--- src/rtl/master_drain_fifo_control.sv ---
// ----------------------------------------------------------------------------
// master_drain_fifo_control
//
// Drain-side controller for the weight FIFOs. After the fill side has loaded a
// complete tile, this block pops the column FIFOs into the systolic array's
// weight shadow registers, one row per cycle. After the last row it pulses a
// swap so the array adopts the new weights. It is sequenced by the top-level
// master FSM through start/done.
//
// Ports
//   clk            clock, all state updates on posedge
//   reset          synchronous active-low reset (0 = reset)
//   start          request one drain of the loaded tile
//   done           high while idle and able to accept start
//   num_col        active columns minus one (0..COLS-1 -> 1..COLS columns)
//   fill_done      FIFOs hold a complete tile (fill side idle)
//   hold           array stall, freezes drain progress while high
//   fifo_drain_en  per-column FIFO pop / shift enable (bit 0 = column 0)
//   weight_shift   shadow-register shift enable in the array
//   weight_swap    one-cycle pulse, shadow -> active weights
//   drain_row      row index being shifted this cycle
//   state_dbg      current FSM state, for observation only
//
// Handshake: start/done behave as valid/ready. A drain request is accepted
// only on a cycle where start=1 and done=1 (IDLE). start in any other state is
// dropped, not queued. done falls the cycle after acceptance and rises again
// the cycle after the swap pulse.
// ----------------------------------------------------------------------------
module master_drain_fifo_control #(
    parameter int SYS_ARR_ROWS = 16,
    parameter int SYS_ARR_COLS = 16
) (
    input  logic                            clk,
    input  logic                            reset,
    input  logic                            start,
    output logic                            done,
    input  logic [$clog2(SYS_ARR_COLS)-1:0] num_col,
    input  logic                            fill_done,
    input  logic                            hold,
    output logic [SYS_ARR_COLS-1:0]         fifo_drain_en,
    output logic                            weight_shift,
    output logic                            weight_swap,
    output logic [$clog2(SYS_ARR_ROWS)-1:0] drain_row,
    output logic [1:0]                      state_dbg
);

    localparam int ROW_W = $clog2(SYS_ARR_ROWS);
    localparam int COL_W = $clog2(SYS_ARR_COLS);
    // One extra bit so the last-row compare never depends on wraparound.
    localparam int CNT_W = ROW_W + 1;

    localparam logic [CNT_W-1:0]        LAST_ROW = CNT_W'(SYS_ARR_ROWS - 1);
    localparam logic [SYS_ARR_COLS-1:0] ALL_COLS = '1;

    typedef enum logic [1:0] {
        IDLE      = 2'd0,
        WAIT_FILL = 2'd1,
        DRAIN     = 2'd2,
        SWAP      = 2'd3
    } state_t;

    state_t            state_q;
    logic [CNT_W-1:0]  count_q;

    logic [COL_W-1:0]        col_shamt;
    logic [SYS_ARR_COLS-1:0] col_mask;
    logic                    drain_active;

    // ------------------------------------------------------------------------
    // State and row counter
    // ------------------------------------------------------------------------
    always_ff @(posedge clk) begin
        if (!reset) begin
            state_q <= IDLE;
            count_q <= '0;
        end else begin
            case (state_q)
                IDLE: begin
                    if (start) begin
                        state_q <= fill_done ? DRAIN : WAIT_FILL;
                    end
                end
                WAIT_FILL: begin
                    if (fill_done) begin
                        state_q <= DRAIN;
                    end
                end
                DRAIN: begin
                    // A stall freezes both the row index and the state.
                    if (!hold) begin
                        if (count_q == LAST_ROW) begin
                            state_q <= SWAP;
                            count_q <= '0;
                        end else begin
                            count_q <= count_q + CNT_W'(1);
                        end
                    end
                end
                SWAP: begin
                    // The swap is not stallable; the array takes it regardless.
                    state_q <= IDLE;
                end
                default: begin
                    state_q <= IDLE;
                    count_q <= '0;
                end
            endcase
        end
    end

    // ------------------------------------------------------------------------
    // Outputs, combinational from state / count / hold / num_col
    // ------------------------------------------------------------------------
    // Thermometer mask of the active columns: num_col+1 low bits set.
    assign col_shamt    = COL_W'(SYS_ARR_COLS - 1) - num_col;
    assign col_mask     = ALL_COLS >> col_shamt;

    assign drain_active = (state_q == DRAIN) && !hold;

    assign done          = (state_q == IDLE);
    assign fifo_drain_en = drain_active ? col_mask : '0;
    assign weight_shift  = drain_active;
    assign weight_swap   = (state_q == SWAP);
    assign drain_row     = (state_q == DRAIN) ? count_q[ROW_W-1:0] : '0;
    assign state_dbg     = state_q;

endmodule

--- config.mk ---
export PLATFORM = sky130hd
export DESIGN_NAME = master_drain_fifo_control
export DESIGN_NICKNAME = d
export VERILOG_FILES = /design/src/rtl/master_drain_fifo_control.sv
export SDC_FILE = /design/constraint.sdc
export NUM_CORES = 1
export LEC_CHECK = 0
export ABC_AREA = 1
export CORE_MARGIN = 2
export CORE_UTILIZATION = 30
export DETAILED_ROUTE_END_ITERATION = 7
export PLACE_DENSITY = 0.75
export REMOVE_ABC_BUFFERS = 1
export SYNTH_ARGS = -nofsm -noshare
export SYNTH_HDL_FRONTEND = slang
export SYNTH_SLANG_ARGS = --single-unit
--- constraint.sdc ---
create_clock -name clk -period 2.2 [get_ports clk]
set_clock_uncertainty 0.2 [all_clocks]
set_input_delay 0.66 -clock clk [delete_from_list [all_inputs] [get_ports clk]]
set_output_delay 0.66 -clock clk [all_outputs]
set_load 0.05 [all_outputs]
# [Word level (Yosys, flattened, before mapping)]
# Cells that the tools add are included.
[op_classes] n_mul=0 n_eq_ne=8 div=0 muxes=9 addsub=2 n_reduce_logical=5 n_bitwise=1 order_cmp=0 shift=1
[op_table] op="16-bit two-way mux" count=1
[op_table] op="16-bit by 4-bit right shift with 16-bit output (first input constant)" count=1
[op_table] op="2-bit two-way mux" count=5
[op_table] op="2-bit != test (second input constant)" count=4
[op_table] op="2-bit one-hot mux with 4 select lines" count=1
[op_table] op="5-bit by 1-bit adder with 5-bit output (second input constant)" count=1
[op_table] op="5-bit by 4-bit equality test with 1-bit output (second input constant)" count=1
[op_table] op="5-bit two-way mux" count=1
[op_table] op="2-bit equality test (second input constant)" count=2
[op_table] op="4-bit two-way mux" count=1
[op_table] op="4-bit AND reduction" count=1
[op_table] op="4-bit subtractor (first input constant)" count=1
[op_table] op="2-bit by 1-bit equality test with 1-bit output (second input constant)" count=1
[op_table] op="2-bit logical NOT" count=1
[op_table] op="2-bit AND reduction" count=1
[op_table] op="1-bit logical AND" count=1
[op_table] op="1-bit logical NOT" count=1
[op_table] op="1-bit NOT" count=1
[totals] rom_bits=0 mem_count=0 reg_bits=7 input_bits=9 word_cells=28 output_inout_bits=25 latch_bits=0 ram_bits=0

# [Depth between registers and ports, before layout]
[depth] depth_word=4 depth_mapped=8 ltp_nobuf=8

# [Least setup slack after synthesis]
# No wires, ideal clock.
[synth_timing] path_type="reg-to-output" start="register state_q[1], in the netlist state_dbg[1]" end="output port fifo_drain_en[15]" path_buffers=0 slack_ns=-1.222 t_required_ns=1.340 path_stages_with_launch=6 arrival_ns=2.562 cell_sequence="dfxtp_1 ha_1 inv_2 nor2_8 inv_6 nor3_1"
[synth_between] elab_chain_len=3
[synth_lines] element="start: declaration" line_no="62" text="state_t state_q;"
[synth_lines] element="start signal: assignment" line_no="80" text="state_q <= fill_done ? DRAIN : WAIT_FILL;"
[synth_lines] element="2-bit equality test" line_no="118" text="assign drain_active = (state_q == DRAIN) && !hold;"
[synth_lines] element="1-bit logical AND" line_no="118"
[synth_lines] element="named net weight_shift" line_no="41" text="output logic weight_shift,"
[synth_lines] element="16-bit two-way mux" line_no="121" text="assign fifo_drain_en = drain_active ? col_mask : '0;"
[synth_lines] element="end: declaration" line_no="40" text="output logic [SYS_ARR_COLS-1:0] fifo_drain_en,"
# The timed path passes the listed nets, and every way through them passes these cells.

# [Worst setup path after layout]
[layout_timing] start="input port hold" end="output port fifo_drain_en[10]"
[layout_between] elab_chain_len=3
[layout_lines] element="start: declaration" line_no="39" text="input logic hold,"
[layout_lines] element="1-bit logical NOT" line_no="118"
[layout_lines] element="1-bit logical AND" line_no="118"
[layout_lines] element="16-bit two-way mux" line_no="121"
# Every way passes these cells.

==> results.py <==
metrics = {
    "status": {
        "status": "complete, but fails checks",
        "violations": "negative setup slack",
    },
    "timing": {
        "slew_viol_final": 0,
        "whs_ns": 0.246,
        "finalHoldViolCount": 0,
        "min_period_over_period_pct": 107,
        "maxSlewHeadroom_pct": 78.3,
        "setup_viol": 15,
        "worstMarginPinSlew_ns": 0.324,
        "grt_setup_unrepaired": "yes",
        "fin_ws_ns": -0.165,
        "period_needed_ns": 2.36,
        "fmax_mhz": 423,
    },
    "synth": {
        "synth_top_area_share_pct": 22.4,
        "yosys_register_bits": 7,
        "syn_area_um2": 624,
        "synth_edf_count": 0,
        "yosysMostFrequentCell": "nand2_1",
        "yosys-top-cells-count": "nand2_1, inv_1, nor2_1",
        "synthArstFlopShare_pct": 0,
        "synth_area_leaders": "dfxtp_1, nand2_1, ha_1, inv_1, nor2_1",
        "synth_warnings": 0,
        "synthCells": 96,
        "synth_area_per_cell_um2": 6.50,
        "ys_seq_area_share_pct": 22.4,
        "yosys.area.top_type": "dfxtp_1",
        "synthFlopType": "dfxtp_1",
        "synthDistinctLibCells": 21,
    },
    "drt": {
        "ant_nets": 0,
        "route.met3.wl_um": 245,
        "first_iter_violations": 5,
        "wire_per_inst_um": 12.5,
        "top_layer": "met4",
        "drt-pass1-iter-count": 4,
        "route.met2.wl_um": 1100,
        "routed_wl_um": 2210,
        "via_per_inst": 4.59,
        "met1_length_um": 761,
        "drc_errors": 0,
        "num_vias": 813,
    },
    "finish": {
        "antennaDiodeCount": 0,
        "register_area_um2": 143,
        "multi_input_area_um2": 494,
        "nNetsFinal": 166,
        "nFillCells": 148,
        "drive_above_1_share_pct": 54.0,
        "syn_to_final_growth_pct": 134,
    },
    "flow_run": {
        "maxCapViolations": 0,
    },
    "floorplanning": {
        "start_util_pct": 31.8,
        "die_y_um": 49.6,
        "coreArea_um2": 1960,
        "die_w_um": 49.6,
        "die-area_um2": 2460,
        "ioPinCount": 34,
        "rows": 16,
    },
    "clock_network": {
        "cts_tree": "yes",
        "clock_sinks": 7,
        "cts.path.max_buffers": 2,
        "worstSkewPairLatency_ns": 0.25,
        "htree_levels": 1,
        "cts-root-buf": "clkbuf_4",
        "cts_buffers": 3,
        "clk_pin_slew_ns": 0.05,
    },
    "power_and_ir_drop": {
        "p_int_w": 0.000675,
        "power.switching_w": 0.000671,
        "power_leakage_nw": 0.719,
        "peakVddDrop_mv": 0.512,
        "pwr-share-comb_pct": 78.3,
        "seqPwrFrac_pct": 13.1,
        "sw_frac_of_total_pct": 49.8,
        "pwr-share-clk_pct": 8.6,
        "power_density_nw_per_um2": 923,
    },
    "setup_path": {
        "critical_path_arrival_ns": 1.50,
        "cp_cell_sequence": "buf_2 > nor2_8 > buf_4 > nand2_2 > nor2_4 > buf_12",
        "worst_setup_path_end_kind": "primary output",
        "worstSetupStartpointType": "input port",
        "cp_num_cells": 6,
        "critPathMaxStageDelay_ns": 0.18,
        "r2r_slack_ns": 0.60,
        "timing.rr.start": "state_dbg[1]",
        "worstRegToRegCells": 8,
        "cp_max_fo": 5,
        "slowest_stage": "nor2_8",
        "cp_top_family": "buffers and inverters",
        "path_class": "in2out",
        "endpoint": "fifo_drain_en[10]",
        "startpoint": "hold",
        "worstPathRequired_ns": 1.34,
        "worst-path-buf-inv": 3,
        "r2r_end": "state_dbg[1]",
    },
    "worst_hold_path": {
        "hold_class": "reg2reg",
    },
    "placed_design": {
        "hpwl_um": 1540,
        "place_ws_ns": -0.552,
        "io_buffers": 33,
        "gp_congestion": 0.867,
    },
    "global_routing": {
        "grt_pass1_wl_um": 3670,
        "grt_max_degree": 7,
        "overflow": 0,
        "grt_antenna_before_repair": 0,
        "grtUsageTotal_pct": 19.5,
        "grt_pass1_vias": 841,
    },
}
how the worst min path moves through the flow:
stage	startpoint	end	slack, ns	depth (start not counted)
3_5_place_dp	count_q[4]	count_q[4]	0.23	2
5_1_grt	count_q[4]	count_q[4]	0.28	2
2_1_floorplan	count_q[4]	count_q[4]	0.22	2
6_report	count_q[4]	count_q[4]	0.25	2
3_3_place_gp	count_q[4]	count_q[4]	0.23	2
4_1_cts	count_q[4]	count_q[4]	0.24	2
power by group through the flow:
| stage | clock network, W | logic, W | registers (W) |
|---|---|---|---|
| final | 0.000116 | 0.00105 | 0.000176 |
| after global routing | 0.000129 | 0.00113 | 0.000178 |
| after CTS | 0.000116 | 0.00104 | 0.000176 |
| after detailed placement | 0 | 0.000964 | 0.000169 |
| after global placement | 0 | 0.000947 | 0.000168 |
| after floorplan | 0 | 0.000465 | 0.000236 |
logic make-up after synthesis:
| kind of cell | share of synthesized area, % |
|---|---|
| AOI/OAI and AO/OA | 12.2 |
| xor gates and xnor gates | 2.81 |
| and+or+nand+nor | 36.1 |
| buffers and inverters | 14.4 |
| adders and majority gates | 12.0 |
| DFF | 22.4 |
layer usage:
metal / vias up / global-route usage, %
met5: - / 0
li1: 402 / -
met1: 360 / 19.4
met2: 42 / 32.7
met3: 9 / 7.88
met4: 0 / 13.9
registers in the layout, indices dropped and copies added, names as in the netlist:
| register | count |
|---|---|
| state_dbg | 2 |
| count_q | 5 |
worst min-delay path: cells and delay by family (launching register included):
kind	cells	cell delay, ns
flip-flops	1	0.31
AND/OR/NAND/NOR	1	0.06
AO/OA/AOI/OAI	1	0.04
final cells by class:
cell class	instances	area share, %
inverters	20	6.26
multi-input cells	68	33.9
repair buffers	51	46.0
flip-flops and latches	7	9.78
well taps	27	2.32
clock buffers	4	1.80
per-stage QoR:
| stage | setup TNS [ns] | power (W) | area, um^2 | util [%] | instances |
|---|---|---|---|---|---|
| global placement | -8.01 | 0.00111 | 1290 | 65.7 | 166 |
| finish | -1.69 | 0.00135 | 1460 | 74.4 | 177 |
| global route | -2.70 | 0.00143 | 1460 | 74.4 | 177 |
| floorplan | -14.84 | 0.000701 | 617 | - | 95 |
| CTS | -1.79 | 0.00134 | 1440 | 73.3 | 176 |
| detailed placement | -8.29 | 0.00113 | 1290 | 65.7 | 166 |
cells in the final DEF (no fill, tap or decap), types with 2 or more instances in the layout:
| master | count |
|---|---|
| buf_12 | 23 |
| buf_4 | 17 |
| nand2_1 | 15 |
| inv_1 | 14 |
| nor2_1 | 11 |
| nor2_4 | 6 |
| buf_2 | 6 |
| nand2_2 | 5 |
| o21ai_0 | 5 |
| ha_1 | 5 |
| dfxtp_1 | 5 |
| a21oi_2 | 3 |
| a21oi_1 | 3 |
| clkbuf_4 | 3 |
| clkdlybuf4s50_1 | 3 |
| nor2_8 | 2 |
| inv_2 | 2 |
| nand2_4 | 2 |
| xor2_1 | 2 |
| nand3_1 | 2 |
| buf_6 | 2 |
| dfxtp_2 | 2 |
timing repair:
action / in CTS / in global routing
cloned: 1 / 0
buffers inserted: 6 / 2
endpoints found under the setup margin: 18 / 17
pin swaps: 8 / 6
hold buffers: 0 / 0
resized for setup: 49 / 6
(Power assumes the default switching activity.)
